--- src/rtl/serial_adder_subtractor.sv ---
// Digit-serial adder/subtractor: DIGIT bits per cycle, LSB slice first.
// Results, carry and overflow are committed together when the last slice completes.
module serial_adder_subtractor #(
  parameter int WIDTH = 8,
  parameter int DIGIT = 1
) (
  input  logic             i_clk,
  input  logic             i_rst,
  input  logic             i_start,
  input  logic [WIDTH-1:0] i_a,
  input  logic [WIDTH-1:0] i_b,
  input  logic             i_ctrl,
  output logic             o_busy,
  output logic             o_done,
  output logic [WIDTH-1:0] o_result,
  output logic             o_carry_out,
  output logic             o_overflow
);

  localparam int N  = WIDTH / DIGIT;
  localparam int CW = (N > 1) ? $clog2(N) : 1;
  localparam logic [CW-1:0] LAST = CW'(N - 1);

  typedef enum logic [1:0] {
    IDLE,
    RUN,
    DONE
  } state_t;

  state_t state_q, state_d;

  logic [WIDTH-1:0] a_q, b_q, sum_q, sum_nx;
  logic [CW-1:0]    cnt_q;
  logic             carry_q;
  logic [DIGIT-1:0] a_sl, b_sl, s_sl;
  logic [DIGIT:0]   slice_sum;
  logic             c_out, c_msb;
  logic             load, last;

  assign a_sl      = a_q[DIGIT-1:0];
  assign b_sl      = b_q[DIGIT-1:0];
  assign slice_sum = {1'b0, a_sl} + {1'b0, b_sl}
                   + (DIGIT+1)'(carry_q);
  assign s_sl      = slice_sum[DIGIT-1:0];
  assign c_out     = slice_sum[DIGIT];
  // carry into the top bit of this slice; meaningful on the final slice
  assign c_msb     = s_sl[DIGIT-1] ^ a_sl[DIGIT-1]
                   ^ b_sl[DIGIT-1];
  assign sum_nx    = WIDTH'({s_sl, sum_q} >> DIGIT);

  assign last = (cnt_q == LAST);
  assign load = i_start
              && (state_q == IDLE || state_q == DONE);

  always_ff @(posedge i_clk) begin
    if (i_rst) state_q <= IDLE;
    else       state_q <= state_d;
  end

  always_comb begin
    state_d = state_q;
    unique case (state_q)
      IDLE:    if (i_start) state_d = RUN;
      RUN:     if (last) state_d = DONE;
      DONE:    state_d = i_start ? RUN : IDLE;
      default: state_d = IDLE;
    endcase
  end

  always_comb begin
    o_busy = 1'b0;
    o_done = 1'b0;
    unique case (state_q)
      RUN:     o_busy = 1'b1;
      DONE:    o_done = 1'b1;
      default: ;
    endcase
  end

  always_ff @(posedge i_clk) begin
    if (i_rst) begin
      a_q         <= '0;
      b_q         <= '0;
      sum_q       <= '0;
      cnt_q       <= '0;
      carry_q     <= 1'b0;
      o_result    <= '0;
      o_carry_out <= 1'b0;
      o_overflow  <= 1'b0;
    end else if (load) begin
      a_q     <= i_a;
      b_q     <= i_ctrl ? ~i_b : i_b;
      carry_q <= i_ctrl;
      cnt_q   <= '0;
    end else if (state_q == RUN) begin
      a_q     <= a_q >> DIGIT;
      b_q     <= b_q >> DIGIT;
      carry_q <= c_out;
      sum_q   <= sum_nx;
      cnt_q   <= cnt_q + 1'b1;
      if (last) begin
        o_result    <= sum_nx;
        o_carry_out <= c_out;
        o_overflow  <= c_msb ^ c_out;
      end
    end
  end

endmodule
--- config.mk ---
export PLATFORM = sky130hd
export DESIGN_NAME = serial_adder_subtractor
export DESIGN_NICKNAME = d
export VERILOG_FILES = /design/src/rtl/serial_adder_subtractor.sv
export SDC_FILE = /design/constraint.sdc
export NUM_CORES = 1
export LEC_CHECK = 0
export CAP_MARGIN = 30
export CORE_MARGIN = 5
export CORE_UTILIZATION = 50
export CTS_CLUSTER_DIAMETER = 30
export DETAILED_ROUTE_END_ITERATION = 6
export PLACE_DENSITY_LB_ADDON = 0.1
export SYNTH_ARGS = -nofsm -noshare
export SYNTH_HDL_FRONTEND = slang
export SYNTH_SLANG_ARGS = --single-unit
--- constraint.sdc ---
create_clock -name i_clk -period 1.9 [get_ports i_clk]
set_input_delay 0.285 -clock i_clk [delete_from_list [all_inputs] [get_ports i_clk]]
set_output_delay 0.285 -clock i_clk [all_outputs]
set_load 0.005 [all_outputs]
After elaboration in Yosys (flattened, before gate mapping)
Cells that the tools add are included.
Widths: inputs -> output; s select.
{"block": "totals", "wordCells": 43, "regBits": 40, "out_inout_bits": 12}
{"block": "classes", "bitwise": 5, "mux": 13, "n_reduce_logical": 8, "n_eq_ne": 5, "add_sub_neg": 3}
{"op": "$mux 8", "count": 5}
{"op": "$not 8->8", "count": 1}
{"op": "$pmux 2 s3", "count": 1}
{"op": "$mux 1", "count": 5}
{"op": "$mux 2", "count": 2}
{"op": "$ne 2x2->1 const B", "count": 2}
{"op": "$reduce_and 2->1", "count": 2}
{"op": "$add 3x1->3 const B", "count": 1}
{"op": "$eq 3x3->1 const B", "count": 1}
{"op": "$reduce_and 3->1", "count": 1}
{"op": "$xor 1x1->1", "count": 3}
{"op": "$add 1x1->2", "count": 1}
{"op": "$add 2x1->2", "count": 1}
{"op": "$eq 2x1->1 const B", "count": 1}
{"op": "$eq 2x2->1 const B", "count": 1}
{"op": "$logic_not 2->1", "count": 1}
{"op": "$reduce_bool 2->1", "count": 1}
{"op": "$reduce_or 2->1", "count": 1}
{"op": "$logic_and 1x1->1", "count": 1}
{"op": "$logic_or 1x1->1", "count": 1}
{"op": "$not 1->1", "count": 1}

Logic depth before layout (Yosys ltp)
Gate-level depths: netlist of the first run.
{"block": "logic_depth", "word_depth": 5, "ltp_mapped": 6, "depth_no_buf": 5}

Worst setup path after synthesis of the first run
No wires, ideal clock.
{"block": "synth_timing", "path_type": "register to register", "start": "reg a_q[0]", "end": "reg o_overflow", "setup_slack_ns": 0.489, "period_less_slack_ns": 1.411, "stages_incl_launch_ff": 5, "t_arrival_ns": 1.326, "required_ns": 1.814, "cell_sequence": "dfxtp_1 > fa_1 > xnor2_1 > xnor2_1 > a211oi_1"}
{"block": "synth_via", "elab_chain_cells": 5}
{"item": "start, declared", "line": "32", "source": "logic [WIDTH-1:0] a_q, b_q, sum_q, sum_nx;"}
{"item": "start signal, assigned", "line": "91", "source": "a_q <= i_a;"}
{"item": "start signal, assigned", "line": "96", "source": "a_q <= a_q >> DIGIT;"}
{"item": "$add 1x1->2", "line": "42", "source": "assign slice_sum = {1'b0, a_sl} + {1'b0, b_sl}"}
{"item": "$add 2x1->2", "line": "43", "source": "+ (DIGIT+1)'(carry_q);"}
{"item": "net slice_sum[0]", "line": "36", "source": "logic [DIGIT:0] slice_sum;"}
{"item": "$xor 1x1->1", "line": "47", "source": "assign c_msb = s_sl[DIGIT-1] ^ a_sl[DIGIT-1]"}
{"item": "$xor 1x1->1", "line": "48", "source": "^ b_sl[DIGIT-1];"}
{"item": "$xor 1x1->1", "line": "104", "source": "o_overflow <= c_msb ^ c_out;"}
{"item": "end signal, assigned", "line": "104"}
{"item": "end, declared", "line": "17", "source": "output logic o_overflow"}
The timed path passes the listed nets, and every way through them passes these cells.
A chain may end at the register's enable or synchronous reset.

Worst setup path after layout of the first run
{"block": "layout_timing", "start": "reg state_q[1]", "end": "out o_busy"}
{"block": "layout_via", "elab_chain_cells": 2}
{"item": "start, declared", "line": "30", "source": "state_t state_q, state_d;"}
{"item": "start signal, assigned", "line": "57", "source": "else state_q <= state_d;"}
{"item": "$eq 2x1->1", "line": "73", "source": "unique case (state_q)"}
{"item": "$mux 1", "line": "73"}
{"item": "end, declared", "line": "13", "source": "output logic o_busy,"}
Every way passes these cells.

==> summary.md, run 1 <==
| Metric | Value |
|---|---|
| Status | `finished, final reports clean` |
| Post-route core utilization | `0.656` |
| Core box area | `3100 um^2` |
| Count of pins over their slew limit | `0` |
| Die Y | `67.3 um` |
| Final total power | `1.65 mW` |
| Hold Path Depth | `2` |
| Setup tns final | `0 ns` |
| Die Width | `67.3 um` |
| Synth Cell Area | `1640 um^2` |
| Kind of capture point of the worst setup path | `output pin` |
| Share of the yosys chip area belonging to registers | `0.476` |
| CTS Sinks | `39` |
| Synthesis Warnings | `0` |
| Pwr/cell area | `812 nW/um^2` |
| Path type of the worst setup path | `reg2out` |
| Number of top-level design ports | `32` |
| Reg2reg start | `a_q[0]$_SDFFE_PP0P_` |
| Class of the tightest hold or removal check | `reg2reg` |
| Number of DRC markers in iteration 0 | `86` |
| Detailed Route WL | `3.48 mm` |
| Register-to-register path setup slack | `~0.39 ns` |
| Critical Path Start | `state_q[1]$_SDFFE_PP0P_` |
| Most common cell after layout, fill and taps aside | `sky130_fd_sc_hd__dfxtp_1` |
| Worst IR drop on VDD | `0.459 mV` |
| Number of H-tree branching levels | `2` |
| Path depth of the worst reg2reg path | `4` |
| Highest-count cells in the layout ignoring fill and taps | `37 x sky130_fd_sc_hd__dfxtp_1, 34 x sky130_fd_sc_hd__nand2_1, 33 x sky130_fd_sc_hd__a21oi_1` |
| Clock-pin slew of the registers on the worst-case setup and hold paths | `roughly 0.13 ns` |
| Maximum number of pins on one net before global-route repair | `40` |
| Via count | `1400` |
| Initial core utilization | `0.529` |
| Syn Inst Count | `185` |
| Remaining number of nets flagged by the antenna check after routing | `0` |
| Maximum fanout along the worst path | `13` |
| Worst-case clock skew | `between 0.015 and 0.02 ns` |
| Crit Reg-Reg Endpoint | `o_overflow$_SDFFE_PP0P_` |
| Kind of start point of the critical path | `flop` |
| Max transition margin | `0.554` |
| Worst Min Path Start | `o_result[6]$_SDFFE_PP0P_` |
| Post-Layout Cell Count | `257` |
| Multi-input gate area | `756 um^2` |
| Clk buf depth | `2` |
| Number of max-cap violations | `0` |
| Hold-critical path endpoint | `o_result[6]$_SDFFE_PP0P_` |
| Post-layout net count | `around 240` |
| Estimated wirelength of the detail-placed design | `2.30 mm` |
| Number of distinct library cells after synthesis | `26` |
| GRT Resource Usage Total | `0.175` |
| Area taken by flip-flops and latches | `783 um^2` |
| ANT cells | `0` |
| Worst-skew pair later-pin latency | `between 0.3 and 0.4 ns` |
| Cell at the root of the clock tree | `sky130_fd_sc_hd__clkbuf_4` |
| Final hold violations | `0` |
| # fillers | `293` |
| Flop and latch count out of synthesis | `39` |
| Final Setup Violations | `0` |
| Arrival time reported for the critical path endpoint | `1.52 ns` |
| Routability Congestion | `0.709` |
| Average wire per cell in the routed design | `around 14 um` |
| Ratio of cells with drive above 1 in the final layout | `0.0798` |
| Number of instances in the placed design | `roughly 250` |
| Area added between synthesis and finish | `24.1%` |
| Hold-fix buffer count after cts | `0` |
| First-pass GRT wire length | `5.87 mm` |
| Leakage power summed over all cells | `0.714 nW` |
| Slew at the pin with the worst max-slew slack | `0.670 ns` |
| Final worst path period share | `0.948` |
| TritonCTS clock tree | `yes` |
| Final Critical Period | `1.80 ns` |
| IO Port Bufs | `31` |
| Max frequency | `555 MHz` |
| RSZ-0062 raised after global routing | `false` |
| Net count after synthesis | `208` |
| Die outline area | `4530 um^2` |
| Post-DR vias/cell | `5.45` |
| Pre-antenna DRT Iters | `4` |
| Antenna violations before repair | `0` |
| Number of standard-cell rows in the floorplan | `20` |
| Worst path required time | `1.62 ns` |
| Number of CTS-inserted buffers | `5` |
| Global route overflow | `0` |
| Number of global-route vias before repair | `1421` |
| Mean post-synth cell area | `8.87 um^2` |
| Residual DRC count | `0` |
routing by layer:
| metal | share of wire | up-vias | routed length, um | track usage |
|---|---|---|---|---|
| met5 | 0 | - | 0 | 0 |
| met2 | 0.50 | 52 | 1750 | 0.335 |
| met1 | 0.40 | 652 | 1410 | 0.163 |
| li1 | - | 689 | - | - |
| met4 | 0.025 | 0 | 86 | 0.0759 |
| met3 | 0.068 | 7 | 236 | 0.0632 |
through the flow:
step / hold WS (ns) / setup WS [ns] / cell area, um^2
after floorplan: 0.421 / 0.489 / 1640
after global placement: 0.437 / 0.330 / 1930
after detailed placement: 0.453 / 0.298 / 1930
after CTS: 0.466 / 0.0707 / 2040
after global routing: 0.456 / 0.0115 / 2040
final: 0.465 / 0.0985 / 2040
registers in the layout (all words and copies together), names as in the netlist:
register	count
carry_q	1
o_carry_out	1
o_overflow	1
b_q	8
state_q	2
sum_q	7
o_result	8
cnt_q	3
a_q	8
cells by family after synthesis:
logic type / after synthesis / share of synthesized area
simple gates: 63 / 0.174
buf+inv: 16 / 0.0686
flops: 39 / 0.476
fa+ha+maj: 3 / 0.0274
mux: 2 / 0.0122
xor+xnor: 12 / 0.0640
compound gates: 50 / 0.178
worst max path at each step:
stage,slack (ns),to
finish,0.1,o_busy
global route,0.01,o_busy
floorplan,0.49,o_overflow$_SDFFE_PP0P_
global placement,0.33,b_q[1]$_SDFFE_PP0P_
detailed placement,0.30,b_q[5]$_SDFFE_PP0P_
CTS,0.07,o_busy
cell usage after synthesis:
master	instances	area, um^2
sky130_fd_sc_hd__mux2i_1	2	20.0
sky130_fd_sc_hd__xnor2_1	4	35.0
sky130_fd_sc_hd__nor2b_1	2	12.5
sky130_fd_sc_hd__ha_1	2	25.0
sky130_fd_sc_hd__nand3b_1	1	7.51
sky130_fd_sc_hd__a211oi_1	1	7.51
sky130_fd_sc_hd__inv_8	1	11.3
sky130_fd_sc_hd__fa_1	1	20.0
sky130_fd_sc_hd__nand2b_1	2	12.5
sky130_fd_sc_hd__nor3_1	2	10.0
sky130_fd_sc_hd__a21oi_1	33	165
sky130_fd_sc_hd__buf_8	1	15.0
sky130_fd_sc_hd__o21a_1	1	7.51
sky130_fd_sc_hd__xor2_1	8	70.1
sky130_fd_sc_hd__dfxtp_1	39	781
sky130_fd_sc_hd__a22oi_1	15	113
sky130_fd_sc_hd__buf_6	2	22.5
sky130_fd_sc_hd__nor2_1	3	11.3
sky130_fd_sc_hd__and3b_1	1	8.76
sky130_fd_sc_hd__buf_1	1	3.75
sky130_fd_sc_hd__clkbuf_1	2	7.51
sky130_fd_sc_hd__nor3_2	1	10.0
sky130_fd_sc_hd__nand3_1	17	85.1
sky130_fd_sc_hd__buf_4	3	22.5
sky130_fd_sc_hd__buf_2	6	30.0
sky130_fd_sc_hd__nand2_1	34	128
layout make-up:
| type | instances | area share |
|---|---|---|
| Multi-Input combinational cell | 130 | 0.371 |
| Tap cell | 44 | 0.0270 |
| Timing Repair inverter | 1 | 0.00430 |
| Clock inverter | 3 | 0.0215 |
| Inverter | 1 | 0.00983 |
| Timing Repair Buffer | 34 | 0.163 |
| Sequential cell | 39 | 0.385 |
| Clock buffer | 5 | 0.0184 |
where the power goes:
group	leakage (nW)	switching [mW]	internal, mW
combinational	0.351	0.118	0.104
sequential	0.318	0.0217	0.851
clock	0.0452	0.283	0.277
total	0.714	0.422	1.23
critical path: stages (launching register included):
cell,delay (ns)
sky130_fd_sc_hd__dfxtp_2,0.35
sky130_fd_sc_hd__nand2b_4,0.21
sky130_fd_sc_hd__inv_16,0.11
sky130_fd_sc_hd__clkdlybuf4s50_1,0.50
timing repair:
| item | in CTS | in global routing |
|---|---|---|
| setup endpoints to repair | 1 | 0 |
| resized for setup | 6 | 0 |
| setup buffers | 0 | 0 |
No activity file was read; power rests on OpenSTA's default activity.
==> inputs of run 2 (changes only) <==
--- a/config.mk
+++ b/config.mk
@@ -5,7 +5,7 @@
 export SDC_FILE = /design/constraint.sdc
 export NUM_CORES = 1
 export LEC_CHECK = 0
-export CAP_MARGIN = 30
+export CAP_MARGIN = 10
 export CORE_MARGIN = 5
 export CORE_UTILIZATION = 50
 export CTS_CLUSTER_DIAMETER = 30
==> constraint.sdc (replaced) <==
create_clock -name i_clk -period 1.8 [get_ports i_clk]
set_input_delay 0.27 -clock i_clk [delete_from_list [all_inputs] [get_ports i_clk]]
set_output_delay 0.27 -clock i_clk [all_outputs]
set_load 0.005 [all_outputs]
==> summary.md, run 2 (same netlist as run 1, synthesis figures left out) <==
| Metric | Value |
|---|---|
| Path type of the worst setup path | `reg2out` |
| Count of pins over their slew limit | `0 (unchanged)` |
| First-pass GRT wire length | `5.98 mm (+1.9%)` |
| Post-DR vias/cell | `5.46 (+0.25%)` |
| Final worst path period share | `0.921` |
| GRT Resource Usage Total | `0.173 (-0.00117)` |
| Number of standard-cell rows in the floorplan | `20 (unchanged)` |
| Average wire per cell in the routed design | `13.4 um (-0.67%)` |
| Cell at the root of the clock tree | `sky130_fd_sc_hd__clkbuf_4` |
| Ratio of cells with drive above 1 in the final layout | `0.0794 (-0.000373)` |
| Die outline area | `4530 um^2 (unchanged)` |
| Class of the tightest hold or removal check | `reg2reg` |
| Via count | `1409 (+0.64%)` |
| Number of CTS-inserted buffers | `5 (unchanged)` |
| Met3 track utilization from global routing | `0.0582 (-0.00499)` |
| Setup tns final | `0 ns (unchanged)` |
| Busiest layer in global routing | `met2` |
| Net switching share of the total power | `0.240 (-0.0155)` |
| IO Port Bufs | `31 (unchanged)` |
| Cell-internal power | `1.34 mW (+8.9%)` |
| ANT cells | `0 (unchanged)` |
| Final hold violations | `0 (unchanged)` |
| Post-cts sizing count | `1 (-5)` |
| Switching power total | `0.423 mW (+0.18%)` |
| Kind of capture point of the worst setup path | `output pin` |
| Die Y | `67.3 um (unchanged)` |
| Detailed Route WL | `3.47 mm (-0.29%)` |
| Multi-input gate area | `756 um^2 (unchanged)` |
| Placement-stage cell area | `1960 um^2 (+1.4%)` |
| Post-CTS repair timing setup buffer count | `0 (unchanged)` |
| Number of top-level design ports | `32 (unchanged)` |
| Die Width | `67.3 um (unchanged)` |
| Max transition margin | `0.697 (+0.144)` |
| Worst path required time | `1.53 ns (-0.09 ns)` |
| RSZ-0062 raised after global routing | `false` |
| Core box area | `3100 um^2 (unchanged)` |
| Initial core utilization | `0.529 (unchanged)` |
| Global route overflow | `0 (unchanged)` |
| Highest-count cells in the layout ignoring fill and taps | `38 x sky130_fd_sc_hd__dfxtp_1, 34 x sky130_fd_sc_hd__nand2_1, 33 x sky130_fd_sc_hd__a21oi_1` |
| Maximum number of pins on one net before global-route repair | `40 (unchanged)` |
| Area taken by flip-flops and latches | `782 um^2 (-0.16%)` |
| Final Setup Violations | `0 (unchanged)` |
| Residual DRC count | `0 (unchanged)` |
| Clock-pin slew of the registers on the worst-case setup and hold paths | `0.11 ns (-0.02 ns)` |
| Clock network fraction of total power | `0.346 (+0.008)` |
| Estimated wirelength of the detail-placed design | `2.33 mm (+1.2%)` |
| Met2 GRT Util | `0.315 (-0.0196)` |
| Maximum fanout along the worst path | `4 (-9)` |
| CTS Sinks | `39 (unchanged)` |
| Max frequency | `603 MHz` |
| Area of all placed cells without fillers | `2050 um^2 (+0.68%)` |
| Number of max-cap violations | `0 (unchanged)` |
| Status | `finished, final reports clean` |
| Post-Route Hold Slack | `0.467 ns (+0.00142 ns)` |
| Worst IR drop on VDD | `0.546 mV (+19%)` |
| Number of DRC markers in iteration 0 | `119 (+38%)` |
| Kind of start point of the critical path | `flop` |
| Antenna violations before repair | `0 (unchanged)` |
| Met1 Resource Use GR | `0.185 (+0.0222)` |
| Regs by FF count | `a_q (8), b_q (8), o_result (8)` |
| Area added between synthesis and finish | `24.9%` |
| Pre-antenna DRT Iters | `5 (+1)` |
| Proportion of power drawn by flip-flops and latches | `0.522 (-0.006)` |
| Pwr/cell area | `860 nW/um^2 (+5.9%)` |
| Final Critical Period | `1.66 ns` |
| Number of global-route vias before repair | `1392 (-2.0%)` |
| Number of H-tree branching levels | `2 (unchanged)` |
| Post-layout net count | `236 (+0.43%)` |
| Worst-skew pair later-pin latency | `0.34 ns (-0.02 ns)` |
| TritonCTS clock tree | `yes` |
| Slew at the pin with the worst max-slew slack | `0.452 ns (-0.217 ns)` |
| Most common cell after layout, fill and taps aside | `sky130_fd_sc_hd__dfxtp_1` |
| # fillers | `302 (+3.1%)` |
| Worst-case clock skew | `0.00661 ns (-0.00966 ns)` |
| Routability Congestion | `0.711 (+0.24%)` |
| Leakage power summed over all cells | `0.723 nW (+1.2%)` |
| Hold-fix buffer count after cts | `0 (unchanged)` |
| Arrival time reported for the critical path endpoint | `1.39 ns (-0.13 ns)` |
| Remaining number of nets flagged by the antenna check after routing | `0 (unchanged)` |
| Part of the total power dissipated in combinational logic | `0.132 (-0.002)` |
| Clk buf depth | `2 (unchanged)` |
==> run 2: layer usage <==
metal  vias up  share of wire
li1        694              -
met1       662           0.41
met2        48           0.52
met3         5          0.057
met4         0          0.016
met5         -              0
==> run 2: stage by stage <==
| stage | setup WS (ns) | std cells | util | total power [mW] |
|---|---|---|---|---|
| 6_report | 0.143 | 258 | 0.661 | 1.76 |
| 3_3_place_gp | 0.271 | 250 | 0.630 | 1.16 |
| 3_5_place_dp | 0.232 | 250 | 0.630 | 1.17 |
| 5_1_grt | 0.0678 | 258 | 0.661 | 1.85 |
| 2_1_floorplan | 0.389 | 185 | - | 1.10 |
| 4_1_cts | 0.0294 | 258 | 0.658 | 1.78 |
==> run 2: path summary, 6_finish.rpt <==
check / cells past startpoint / startpoint / to / slack (ns)
setup / recovery: 3 / state_q[1]$_SDFFE_PP0P_ / o_busy / 0.14
hold / removal: 2 / o_result[3]$_SDFFE_PP0P_ / o_result[3]$_SDFFE_PP0P_ / 0.47
setup reg to reg: 4 / a_q[0]$_SDFFE_PP0P_ / o_overflow$_SDFFE_PP0P_ / 0.26
hold reg to reg: 2 / o_result[3]$_SDFFE_PP0P_ / o_result[3]$_SDFFE_PP0P_ / 0.47
==> run 2: power groups by stage <==
stage | sequential, mW | combinational [mW] | clock [mW]
2_1_floorplan | 0.934 | 0.168 | 0
3_3_place_gp | 0.937 | 0.224 | 0
3_5_place_dp | 0.940 | 0.232 | 0
4_1_cts | 0.921 | 0.233 | 0.624
5_1_grt | 0.928 | 0.258 | 0.664
6_report | 0.921 | 0.233 | 0.610
==> run 2: area by class of cell <==
class | count | area share
clock inverter | 2 | 0.0171
inverter | 1 | 0.00549
tap | 44 | 0.0268
sequential | 39 | 0.381
multi-input combinational | 130 | 0.369
clock buffer | 6 | 0.0250
timing repair buffer | 36 | 0.176
==> run 2: worst max-delay path: stages, from the launching register on <==
cell and delay, ns:
sky130_fd_sc_hd__dfxtp_1 0.35, sky130_fd_sc_hd__nand2b_4 0.17, sky130_fd_sc_hd__inv_8 0.05, sky130_fd_sc_hd__clkdlybuf4s50_1 0.48
==> inputs of run 3 (changes only) <==
--- a/config.mk
+++ b/config.mk
@@ -6,8 +6,10 @@
 export NUM_CORES = 1
 export LEC_CHECK = 0
 export CAP_MARGIN = 10
+export CELL_PAD_IN_SITES_DETAIL_PLACEMENT = 1
+export CELL_PAD_IN_SITES_GLOBAL_PLACEMENT = 2
 export CORE_MARGIN = 5
-export CORE_UTILIZATION = 50
+export CORE_UTILIZATION = 30
 export CTS_CLUSTER_DIAMETER = 30
 export DETAILED_ROUTE_END_ITERATION = 6
 export PLACE_DENSITY_LB_ADDON = 0.1
==> summary.md, run 3 (same netlist as run 1, synthesis figures left out) <==
| Metric | Value |
|---|---|
| Final Critical Period | `1.70 ns (+0.0456 ns)` |
| Final worst path period share | `0.946 (+0.0253)` |
| Setup tns final | `0 ns (unchanged)` |
| Cell at the root of the clock tree | `sky130_fd_sc_hd__clkbuf_8` |
| Post-Layout Cell Count | `286 (+11%)` |
| Slew at the pin with the worst max-slew slack | `0.492 ns (+0.0396 ns)` |
| Number of buffer and inverter stages on the critical path | `2 (unchanged)` |
| Met1 Resource Use GR | `0.142 (-0.0437)` |
| Area added between synthesis and finish | `27.1%` |
| Class of the tightest hold or removal check | `reg2reg` |
| Number of global-route vias before repair | `1453 (+4.4%)` |
| Ratio of cells with drive above 1 in the final layout | `0.0654 (-0.0140)` |
| Max frequency | `587 MHz (-2.7%)` |
| Post-Route Hold Slack | `0.456 ns (-0.0110 ns)` |
| Number of CTS-inserted buffers | `5 (unchanged)` |
| Clock-pin slew of the registers on the worst-case setup and hold paths | `0.07 ns (-0.04 ns)` |
| Number of instances in the placed design | `278 (+11%)` |
| Routability Congestion | `0.712 (+0.13%)` |
| GRT Resource Usage Total | `0.120 (-0.0532)` |
| Antenna violations before repair | `0 (unchanged)` |
| Cells traversed along the worst timing path | `nand2b_1 -> inv_8 -> clkdlybuf4s50_1` |
| Most common cell after layout, fill and taps aside | `sky130_fd_sc_hd__dfxtp_1` |
| Maximum number of pins on one net before global-route repair | `40 (unchanged)` |
| Number of max-cap violations | `0 (unchanged)` |
| Kind of capture point of the worst setup path | `output pin` |
| Highest-count cells in the layout ignoring fill and taps | `38 x sky130_fd_sc_hd__dfxtp_1, 34 x sky130_fd_sc_hd__nand2_1, 33 x sky130_fd_sc_hd__a21oi_1` |
| Hold-fix buffer count after cts | `0 (unchanged)` |
| Residual DRC count | `0 (unchanged)` |
| Remaining number of nets flagged by the antenna check after routing | `0 (unchanged)` |
| Detailed Route WL | `4.05 mm (+17%)` |
| TritonCTS clock tree | `yes` |
| Maximum fanout along the worst path | `4 (unchanged)` |
| Number of top-level design ports | `32 (unchanged)` |
| Via count | `1391 (-1.3%)` |
| Slowest CP cell | `sky130_fd_sc_hd__clkdlybuf4s50_1` |
| Path type of the worst setup path | `reg2out` |
| Worst path required time | `1.53 ns (about the same)` |
| Number of H-tree branching levels | `2 (unchanged)` |
| Die Width | `84.0 um (+25%)` |
| Average wire per cell in the routed design | `14.2 um (+5.4%)` |
| Leakage power summed over all cells | `0.720 nW (-0.43%)` |
| Die Y | `84.0 um (+25%)` |
| Busiest layer in global routing | `met2` |
| Estimated wirelength of the detail-placed design | `2.67 mm (+15%)` |
| Worst-case clock skew | `0.00435 ns (-0.00226 ns)` |
| Met2 GRT Util | `0.205 (-0.110)` |
| Pre-antenna DRT Iters | `4 (-1)` |
| First-pass GRT wire length | `6.96 mm (+16%)` |
| Worst IR drop on VDD | `0.343 mV (-37%)` |
| Area taken by flip-flops and latches | `782 um^2 (unchanged)` |
| Number of standard-cell rows in the floorplan | `27 (+35%)` |
| Max transition margin | `0.671 (-0.0265)` |
| Post-route core utilization | `0.386 (-0.275)` |
| Post-DR vias/cell | `4.86 (-11%)` |
| Status | `finished, final reports clean` |
| Final Setup Violations | `0 (unchanged)` |
| ANT cells | `0 (unchanged)` |
| Initial core utilization | `0.304 (-0.225)` |
| Count of pins over their slew limit | `0 (unchanged)` |
| Core box area | `5410 um^2 (+74%)` |
| Kind of start point of the critical path | `flop` |
| Arrival time reported for the critical path endpoint | `1.43 ns (+0.04 ns)` |
| Final hold violations | `0 (unchanged)` |
| CTS Sinks | `39 (unchanged)` |
| Pwr/cell area | `831 nW/um^2 (-3.4%)` |
| Worst slack at placement | `0.183 ns (-0.0498 ns)` |
| Clk buf depth | `2 (unchanged)` |
| Post-layout net count | `236 (unchanged)` |
| Met3 track utilization from global routing | `0.0415 (-0.0168)` |
| IO Port Bufs | `31 (unchanged)` |
| Delay of the slowest cell on the worst path | `0.50 ns (+0.02 ns)` |
| RSZ-0062 raised after global routing | `false` |
| Top delay family on crit path | `buffers and inverters` |
| Regs by FF count | `a_q (8), b_q (8), o_result (8)` |
| Multi-input gate area | `748 um^2 (-0.99%)` |
| Final Worst Setup Slack | `0.0970 ns (-0.0456 ns)` |
| Worst-skew pair later-pin latency | `0.29 ns (-0.05 ns)` |
| # fillers | `643 (+110%)` |
| Die outline area | `7050 um^2 (+56%)` |
| Number of DRC markers in iteration 0 | `73 (-39%)` |
| Global route overflow | `0 (unchanged)` |
-- run 3: metal layers --
| metal | vias to the layer above | part of all wire | routed length [um] |
|---|---|---|---|
| met5 | - | 0 | 0 |
| met4 | 0 | 0.012 | 49 |
| met3 | 5 | 0.040 | 162 |
| met2 | 25 | 0.51 | 2070 |
| met1 | 672 | 0.44 | 1770 |
| li1 | 689 | - | - |
-- run 3: what timing repair did --
item,in CTS,in global routing
gates resized for setup,0,1
buffers inserted,0,0
endpoints found under the setup margin,0,1
endpoints found under the hold margin,0,0
-- run 3: stage by stage --
stage | total power, mW | area [um^2]
after floorplan | 1.10 | 1640
after global placement | 1.18 | 2000
after detailed placement | 1.19 | 2000
after CTS | 1.77 | 2080
after global routing | 1.82 | 2090
final | 1.73 | 2090
-- run 3: layout make-up --
cell class / count / area share
Sequential cell: 39 / 0.375
Clock buffer: 7 / 0.0366
Inverter: 1 / 0.00540
Tap cell: 72 / 0.0432
Timing Repair Buffer: 36 / 0.179
Clock inverter: 1 / 0.00240
Multi-Input combinational cell: 130 / 0.359
-- run 3: worst reg2reg max path: stages, from the launching register on --
cell and delay, ns:
sky130_fd_sc_hd__dfxtp_1 0.35, sky130_fd_sc_hd__ha_1 0.17, sky130_fd_sc_hd__ha_1 0.20, sky130_fd_sc_hd__and3b_1 0.44, sky130_fd_sc_hd__nor2_1 0.08, sky130_fd_sc_hd__a211oi_1 0.20
-- run 3: final timing paths --
check	from	cells after the start	to	slack, ns
setup / recovery	state_q[1]$_SDFFE_PP0P_	3	o_busy	0.1
hold reg to reg	o_result[5]$_SDFFE_PP0P_	2	o_result[5]$_SDFFE_PP0P_	0.46
hold / removal	o_result[5]$_SDFFE_PP0P_	2	o_result[5]$_SDFFE_PP0P_	0.46
setup reg to reg	cnt_q[0]$_SDFFE_PP0P_	5	o_overflow$_SDFFE_PP0P_	0.30
-- run 3: power by group --
group / internal [mW] / switching (mW)
registers: 0.898 / 0.0232
clock network: 0.272 / 0.296
logic: 0.118 / 0.127
total: 1.29 / 0.446
